File: src/rtl/sad_min_pkg.sv
// Shared defaults and helpers for the SAD minimum search: parameter defaults,
// a constant clog2 and the index-to-motion-vector offset.
package sad_min_pkg;

  localparam int SAD_W_DEF  = 14;
  localparam int N_ROWS_DEF = 16;
  localparam int N_COLS_DEF = 16;

  function automatic int clog2(input int value);
    int r;
    r = 0;
    for (int i = 0; i < 31; i++) begin
      if ((1 << i) < value) r = i + 1;
    end
    return r;
  endfunction

  // Candidate index to signed offset; callers truncate to their mv width.
  function automatic int mv_offset(input int index, input int n);
    return index - n / 2;
  endfunction

endpackage

File: src/rtl/sad_min_tree.sv
// Pipelined min-reduction over N SAD lanes with one registered level per halving;
// a valid/tag sideband travels alongside so the winner leaves with its beat tags.
module sad_min_tree
  import sad_min_pkg::*;
#(
  parameter int N     = N_ROWS_DEF,
  parameter int SAD_W = SAD_W_DEF,
  parameter int TAG_W = 1,
  parameter int IDX_W = clog2(N)
) (
  input  logic               clk,
  input  logic               rst,
  input  logic               flush,
  input  logic               in_valid,
  input  logic [N*SAD_W-1:0] in_sad,
  input  logic [TAG_W-1:0]   in_tag,
  output logic               out_valid,
  output logic [SAD_W-1:0]   out_sad,
  output logic [IDX_W-1:0]   out_idx,
  output logic [TAG_W-1:0]   out_tag,
  output logic               busy
);
  localparam int LV = IDX_W;

  logic [SAD_W-1:0] leaf_sad     [N];
  logic [SAD_W-1:0] heap_sad     [2:2*N-1];
  logic [IDX_W-1:0] heap_idx     [2:2*N-1];
  logic [SAD_W-1:0] node_sad_reg [1:N-1];
  logic [IDX_W-1:0] node_idx_reg [1:N-1];
  logic [LV-1:0]    vld_reg;
  logic [TAG_W-1:0] tag_reg      [LV];

  generate
    for (genvar gi = 0; gi < N; gi++) begin : g_leaf
      assign leaf_sad[gi] = in_sad[gi*SAD_W +: SAD_W];
    end
  endgenerate

  // Heap layout: node k reduces children 2k (lower lanes) and 2k+1 (upper lanes);
  // leaves sit at N..2N-1, so the root at 1 settles after LV registered levels.
  always_comb begin
    for (int j = 2; j < N; j++) begin
      heap_sad[j] = node_sad_reg[j];
      heap_idx[j] = node_idx_reg[j];
    end
    for (int r = 0; r < N; r++) begin
      heap_sad[N + r] = leaf_sad[r];
      heap_idx[N + r] = IDX_W'(r);
    end
  end

  always_ff @(posedge clk) begin
    // Strict less-than keeps the lower lane; ties go to the upper lane.
    for (int k = 1; k < N; k++) begin
      if (heap_sad[2*k] < heap_sad[2*k+1]) begin
        node_sad_reg[k] <= heap_sad[2*k];
        node_idx_reg[k] <= heap_idx[2*k];
      end else begin
        node_sad_reg[k] <= heap_sad[2*k+1];
        node_idx_reg[k] <= heap_idx[2*k+1];
      end
    end
    tag_reg[0] <= in_tag;
    for (int i = 1; i < LV; i++) tag_reg[i] <= tag_reg[i-1];
    if (rst || flush) vld_reg <= '0;
    else              vld_reg <= LV'({vld_reg, in_valid});
  end

  assign out_valid = vld_reg[LV-1];
  assign out_sad   = node_sad_reg[1];
  assign out_idx   = node_idx_reg[1];
  assign out_tag   = tag_reg[LV-1];
  assign busy      = |vld_reg;

endmodule

File: src/rtl/sad_min_search.sv
// Full-search SAD minimum finder: reduces each column through the compare tree,
// keeps a running minimum across the block and hands out (mv_x, mv_y, min_sad).
module sad_min_search
  import sad_min_pkg::*;
#(
  parameter int SAD_W  = SAD_W_DEF,
  parameter int N_ROWS = N_ROWS_DEF,
  parameter int N_COLS = N_COLS_DEF,
  parameter int MVX_W  = clog2(N_COLS),
  parameter int MVY_W  = clog2(N_ROWS)
) (
  input  logic                    clk,
  input  logic                    rst,
  input  logic                    sad_valid,
  input  logic [N_ROWS*SAD_W-1:0] sad_in,
  input  logic                    abort,
  input  logic                    res_ready,
  output logic                    res_valid,
  output logic [MVX_W-1:0]        res_mv_x,
  output logic [MVY_W-1:0]        res_mv_y,
  output logic [SAD_W-1:0]        res_min_sad,
  output logic                    busy,
  output logic                    overflow
);
  localparam int TAG_W = MVX_W + 1;

  logic [MVX_W-1:0] col_reg;
  logic             accept;
  logic             col_last;
  logic             t_valid, t_busy, t_last, t_fire, take_tree, res_load;
  logic [SAD_W-1:0] t_sad;
  logic [MVY_W-1:0] t_row;
  logic [TAG_W-1:0] t_tag;
  logic [MVX_W-1:0] t_col;

  logic             acc_valid_reg;
  logic [SAD_W-1:0] acc_sad_reg;
  logic [MVY_W-1:0] acc_row_reg;
  logic [MVX_W-1:0] acc_col_reg;
  logic [SAD_W-1:0] best_sad;
  logic [MVY_W-1:0] best_row;
  logic [MVX_W-1:0] best_col;

  logic             res_valid_reg, overflow_reg;
  logic [MVX_W-1:0] res_mv_x_reg;
  logic [MVY_W-1:0] res_mv_y_reg;
  logic [SAD_W-1:0] res_sad_reg;

  // abort wins over a coincident beat, so that beat never enters the tree.
  assign accept   = sad_valid && !abort;
  assign col_last = (col_reg == MVX_W'(N_COLS - 1));

  always_ff @(posedge clk) begin
    if (rst || abort) col_reg <= '0;
    else if (accept)  col_reg <= col_reg + MVX_W'(1);
  end

  sad_min_tree #(
    .N     (N_ROWS),
    .SAD_W (SAD_W),
    .TAG_W (TAG_W),
    .IDX_W (MVY_W)
  ) u_tree (
    .clk       (clk),
    .rst       (rst),
    .flush     (abort),
    .in_valid  (accept),
    .in_sad    (sad_in),
    .in_tag    ({col_reg, col_last}),
    .out_valid (t_valid),
    .out_sad   (t_sad),
    .out_idx   (t_row),
    .out_tag   (t_tag),
    .busy      (t_busy)
  );

  assign t_col  = t_tag[TAG_W-1:1];
  assign t_last = t_tag[0];
  assign t_fire = t_valid && !abort;

  // Column 0 always loads so an all-ones SAD is still a legal minimum.
  assign take_tree = (t_col == '0) || (t_sad < acc_sad_reg);
  assign best_sad  = take_tree ? t_sad : acc_sad_reg;
  assign best_row  = take_tree ? t_row : acc_row_reg;
  assign best_col  = take_tree ? t_col : acc_col_reg;
  assign res_load  = t_fire && t_last;

  always_ff @(posedge clk) begin
    if (rst || abort) begin
      acc_valid_reg <= 1'b0;
      acc_sad_reg   <= '0;
      acc_row_reg   <= '0;
      acc_col_reg   <= '0;
    end else if (t_fire) begin
      acc_valid_reg <= !t_last;
      acc_sad_reg   <= best_sad;
      acc_row_reg   <= best_row;
      acc_col_reg   <= best_col;
    end
  end

  always_ff @(posedge clk) begin
    if (rst) begin
      res_valid_reg <= 1'b0;
      res_mv_x_reg  <= '0;
      res_mv_y_reg  <= '0;
      res_sad_reg   <= '0;
      overflow_reg  <= 1'b0;
    end else if (res_load) begin
      if (res_valid_reg && !res_ready) begin
        overflow_reg <= 1'b1;
      end else begin
        res_valid_reg <= 1'b1;
        res_mv_x_reg  <= MVX_W'(mv_offset(int'(best_col), N_COLS));
        res_mv_y_reg  <= MVY_W'(mv_offset(int'(best_row), N_ROWS));
        res_sad_reg   <= best_sad;
      end
    end else if (res_valid_reg && res_ready) begin
      res_valid_reg <= 1'b0;
      res_mv_x_reg  <= '0;
      res_mv_y_reg  <= '0;
      res_sad_reg   <= '0;
    end
  end

  assign res_valid   = res_valid_reg;
  assign res_mv_x    = res_mv_x_reg;
  assign res_mv_y    = res_mv_y_reg;
  assign res_min_sad = res_sad_reg;
  assign overflow    = overflow_reg;
  assign busy        = (col_reg != '0) || t_busy || acc_valid_reg;

endmodule

File: config.mk
export PLATFORM = sky130hd
export DESIGN_NAME = sad_min_search
export DESIGN_NICKNAME = d
export VERILOG_FILES = /design/src/rtl/sad_min_pkg.sv /design/src/rtl/sad_min_tree.sv /design/src/rtl/sad_min_search.sv
export SDC_FILE = /design/constraint.sdc
export NUM_CORES = 1
export LEC_CHECK = 0
export BUFFER_PORTS_ARGS = -buffer_cell sky130_fd_sc_hd__buf_2
export CAP_MARGIN = 20
export CORE_UTILIZATION = 63
export CTS_BUF_LIST = sky130_fd_sc_hd__clkbuf_4 sky130_fd_sc_hd__clkbuf_8
export DETAILED_ROUTE_END_ITERATION = 6
export PLACE_DENSITY_LB_ADDON = 0.05
export SYNTH_ARGS = -nofsm -noshare
export SYNTH_HDL_FRONTEND = slang
export SYNTH_HIERARCHICAL = 1
export SYNTH_SLANG_ARGS = --single-unit
File: constraint.sdc
create_clock -name clk -period 5.4 [get_ports clk]
set_input_delay 0.81 -clock clk [delete_from_list [all_inputs] [get_ports clk]]
set_output_delay 0.81 -clock clk [all_outputs]
set_load 0.02 [all_outputs]
; After elaboration in Yosys (flattened, before gate mapping)
; Memories as Yosys holds them, arrays and structs flattened.
; Cells that the tools add are included.
[op_classes]
add_sub_neg = 3
n_lt_le_gt_ge = 16
n_eq_ne = 2
n_mux = 89
n_bitwise = 30
n_reduce_logical = 18
[op_table]
columns = operator, n
row1 = two-way mux 14 bit, 19
row2 = < comparator 14 bit, 16
row3 = two-way mux 4 bit, 22
row4 = two-way mux 1 bit, 48
row5 = bitwise OR 1 bit, 30
row6 = subtractor 4 bit (second input constant), 2
row7 = logical AND 1 bit, 5
row8 = adder 4 x 1 -> 4 bit (second input constant), 1
row9 = == test 4 bit (second input constant), 1
row10 = logical NOT 4 bit, 1
row11 = logical OR 1 bit, 4
row12 = AND reduction 2 bit, 2
row13 = nonzero test 4 bit, 1
row14 = OR reduction 4 bit, 1
row15 = logical NOT 1 bit, 3
row16 = != test 2 bit (second input constant), 1
row17 = nonzero test 2 bit, 1
[totals]
ff_bits = 55
ramBits = 290
inputBits = 229
output_inout_bits = 25
elab_cells = 172
n_memories = 3
[memory_table]
columns = name, depth, word_bits, read_ports, rd_ports_with_merged_regs, write_ports, line_no
row1 = u_tree.node_sad_reg, 15, 14, 15, 0, 15, sad_min_tree.sv:28  ; logic [SAD_W-1:0] node_sad_reg [1:N-1];
row2 = u_tree.node_idx_reg, 15, 4, 15, 0, 15, sad_min_tree.sv:29  ; logic [IDX_W-1:0] node_idx_reg [1:N-1];
row3 = u_tree.tag_reg, 4, 5, 4, 0, 4, sad_min_tree.sv:31  ; logic [TAG_W-1:0] tag_reg [LV];

; Depth between registers and ports, before layout
; An unclocked memory read counts as a cell.
[logic_depth]
word_depth = 7
mapped_depth = 10
depth_no_buf = 8

; Cells and area by module
; Netlist, hierarchy kept.
[modules_own_cells]
columns = module, n_inst, cells_each, area_per_inst_um2, seq_area_each_um2
row1 = sad_min_tree, 1, 1179, 13120.1, 5205.0
row2 = sad_min_search, 1, 298, 2529.9, 1021.0

; Worst setup path after synthesis
; No wires, ideal clock.
[synth_path]
path_kind = input to register
startpoint = input port sad_in[129]
endpoint = register, netlist name u_tree/node_sad_reg[0][158]
setup_time_ns = 0.121
arrival_ns = 2.597
t_required_ns = 5.279
path_slack_ns = 2.683
cell_stages = 8
n_path_buf = 1
cell_sequence = inv_1 -> ha_1 -> a211o_1 -> a21oi_1 -> o21ai_1 -> a2111oi_4 -> buf_6 -> mux2_2
[synth_rtl]
columns = element, line_no
row1 = from (decl), sad_min_search.sv:15  ; input logic [N_ROWS*SAD_W-1:0] sad_in,

; Worst setup path after layout
[layout_path]
startpoint = register u_tree.vld_reg[3]
endpoint = output port busy
[layout_between]
elab_chain_len = 3
[layout_lines]
columns = element, line_no
row1 = from (decl), sad_min_tree.sv:30  ; logic [LV-1:0] vld_reg;
row2 = from (signal assigned), sad_min_tree.sv:66  ; else vld_reg <= LV'({vld_reg, in_valid});
row3 = OR reduction 4 bit, sad_min_tree.sv:73  ; assign busy = |vld_reg;
row4 = net t_busy, sad_min_search.sv:30  ; logic t_valid, t_busy, t_last, t_fire, take_tree, res_load;
row5 = logical OR 1 bit (2 in series), sad_min_search.sv:131  ; assign busy = (col_reg != '0) || t_busy || acc_valid_reg;
row6 = to (decl), sad_min_search.sv:22  ; output logic busy,
; The timed path passes the listed nets, and every way through them passes these cells.

==> impl_metrics.yaml <==
min_path:
  hold_path.class: "flop to flop"
yosys:
  postSynthNetCount: 1916
  netlist.top_cell.by_area: "sky130_fd_sc_hd__dfxtp_1"
  count_of_state_elements_after_synthesis: 311
  edff_count_synth: 0
  yosys_warnings: 6
  synth_top_cells_by_area: "sky130_fd_sc_hd__dfxtp_1 40%, sky130_fd_sc_hd__ha_1 17%, sky130_fd_sc_hd__mux2_2 14%, sky130_fd_sc_hd__inv_1 5.4%, sky130_fd_sc_hd__a21oi_1 3.4%"
  synth_area_per_cell_sq_um: 10.6
  syn_inst: 1477
  seq_area_frac_synth: 0.398
  synth-async-reset-ratio: 0
  yosys_most_used_dff: "sky130_fd_sc_hd__dfxtp_1"
  yosys.cell_count.top_type: "sky130_fd_sc_hd__dfxtp_1"
  synth_largest_type_area_fraction: 0.398
  mappedNetlistArea_sq_um: 15700
  post_synth_num_cell_types: 50
  synthTopCellsByCount: "311 x sky130_fd_sc_hd__dfxtp_1, 225 x sky130_fd_sc_hd__inv_1, 210 x sky130_fd_sc_hd__ha_1"
clock_network:
  clk_latency_ns: 0.56
  max-clock-path-buffers: 3
  numCtsBuffers: 49
  cts_tree: "built"
  htree_levels: 2
  hold_buffers: 0
  post_cts_resized: 0
  clock-sinks: 311
  root_buffer: "sky130_fd_sc_hd__clkbuf_8"
  clk_pin_slew_worst_paths_ns: 0.06
  cts_post_setup_buffers_inserted: 0
layout:
  n_antenna_cell: 0
  layout.cell_area.non_filler_sq_um: 18200
  utilization: 0.747
  largest_register_ffs: 210
  drive_above_1_share: 0.339
  nets: 2196
  syn_to_final_growth_pct: 16.1
  stdcell_count: 2117
setup_path:
  worst_ep_required_time_ns: 4.59
  timing.critical_path.fanout_max: 24
  critical_path.endpoint_type: "primary output"
  path_class: "flop to primary output"
  startpoint_type: "flop"
  timing.critical_path.arrival_ns: 2.18
sta:
  relSlewSlack: 0.279
  final_hold_viol_count: 0
  grt_setup_unrepaired: "no"
  max_clock_freq_mhz: 335
  setup_total_negative_slack_ns: 0
  period_minus_slack_ns: 2.99
  min_period_over_period: 0.553
  finalSetupViolations: 0
  timing.final.max_slew_violations: 0
  timing.clock.skew_ns: 0.0249
  transition_time_at_the_pin_with_the_least_slew_margin_ns: 1.08
floorplanning:
  std_cell_rows: 57
  placeableCoreArea_sq_um: 24300
  design.die.area_sq_um: 25500
  ios: 254
  width_of_the_chip_um: 160
  die-height_um: 160
  initial_utilization: 0.644
route:
  routedWlPerCell_um: 14.4
  drt_pre_antenna_iters: 7
  detailroute.via_count: 11100
  drtIter0Drc: 367
  drt_wl_total_um: 30500
  detail_route.vias_per_cell: 5.27
  drt.antenna.violating_nets: 0
  remaining_drc_errors: 1
global_route:
  grt_start_max_net_pins: 37
  global_route.usage.total: 0.244
  first_global_vias: 11500
  grt_pass1_wl_um: 51900
  antenna_found_initial: 0
  global_route.overflow_total: 0
pwr:
  cellInternalPower_w: 0.00515
  ir_drop_mv: 0.211
  part_of_the_power_in_registers: 0.416
  pwr-share-clk: 0.282
  switching_share_of_power: 0.302
  pwr_density_cell_nw_per_um2: 406
  power.switching_w: 0.00223
  power.leakage_nw: 8.89
  comb_power_share: 0.302
placed_design:
  dp_hpwl_um: 23900
  post-place-cells: 2028
  port-buffer-count: 253
  place.gp.congestion: 0.840
  dpl_cell_area_sq_um: 17100
status:
  failing_checks: "design-rule violations"
  run_status: "complete, but fails checks"
run:
  drv.max_cap_violation_count: 0
[metrics by stage]
stage	setup WS, ns	power (W)	hold WS, ns
detailed placement	2.11	0.00531	0.312
floorplan	2.68	0.00477	0.310
finish	2.41	0.00738	0.320
global route	2.31	0.00785	0.330
global placement	2.15	0.00524	0.310
CTS	2.37	0.00743	0.322
[per-layer routing]
layer,GRT usage,part of all wire,routed length [um],up-vias
met4,0.0625,0.015,468,0
met3,0.0353,0.044,1330,42
met1,0.312,0.46,14100,5139
met5,0,0,0,-
li1,-,-,-,5714
met2,0.430,0.48,14600,253
[kinds of logic after synthesis]
kind of cell	count (synthesis)	share of synthesized area
multiplexers	229	0.171
buffers and inverters	258	0.0729
flip-flops	311	0.398
XOR/XNOR	3	0.00168
AO/OA/AOI/OAI	239	0.112
AND/OR/NAND/NOR	227	0.0766
adder cells (fa/ha/maj)	210	0.168
[power groups by stage]
| stage | registers, W | clock network (W) | logic (W) |
|---|---|---|---|
| floorplan | 0.00297 | 0 | 0.00180 |
| global placement | 0.00310 | 0 | 0.00214 |
| detailed placement | 0.00311 | 0 | 0.00220 |
| CTS | 0.00306 | 0.00213 | 0.00223 |
| global route | 0.00311 | 0.00225 | 0.00249 |
| finish | 0.00307 | 0.00208 | 0.00223 |
[worst paths after layout]
path                                       start                            endpoint  slack (ns)  cells past startpoint
min reg2reg         u_tree/tag_reg[1][4]$_DFF_P_        u_tree/tag_reg[2][4]$_DFF_P_        0.32                      0
min                 u_tree/tag_reg[1][4]$_DFF_P_        u_tree/tag_reg[2][4]$_DFF_P_        0.32                      0
max                 u_tree/vld_reg[3]$_SDFF_PP0_                                busy        2.41                      3
max reg2reg  u_tree/node_sad_reg[0][199]$_DFF_P_  u_tree/node_sad_reg[0][85]$_DFF_P_        2.61                      7
[layout by cell type, fill, tap and decap left out, drive strengths merged, types with 2 or more instances in the layout]
cell type,count
dfxtp,311
buf,262
inv,227
mux2,223
ha,210
a21oi,116
clkbuf,72
nand3,51
nand2,47
nand4,44
o21ai,40
nor2,31
nor3,19
nand2b,17
a211o,15
o21a,15
a21o,15
a21boi,13
a2111oi,13
clkinv,10
and2,6
mux2i,6
a211oi,4
nor3b,3
nor2b,2
xor2,2
bufinv,2
a221o,2
o221ai,2
[cell type report]
type,instances,area (sq um)
fill,1761,6150
timing repair buffer,262,1350
clock inverter,15,135
inverter,225,845
clock buffer,72,928
multi-input combinational,908,8290
sequential,311,6230
tap,324,405
[critical path, cell delays in order, from the launching register on]
cell and delay, ns:
sky130_fd_sc_hd__dfxtp_1 0.66, sky130_fd_sc_hd__or4_1 0.63, sky130_fd_sc_hd__nand3b_1 0.17, sky130_fd_sc_hd__buf_2 0.16
No activity file was read; power rests on OpenSTA's default activity.
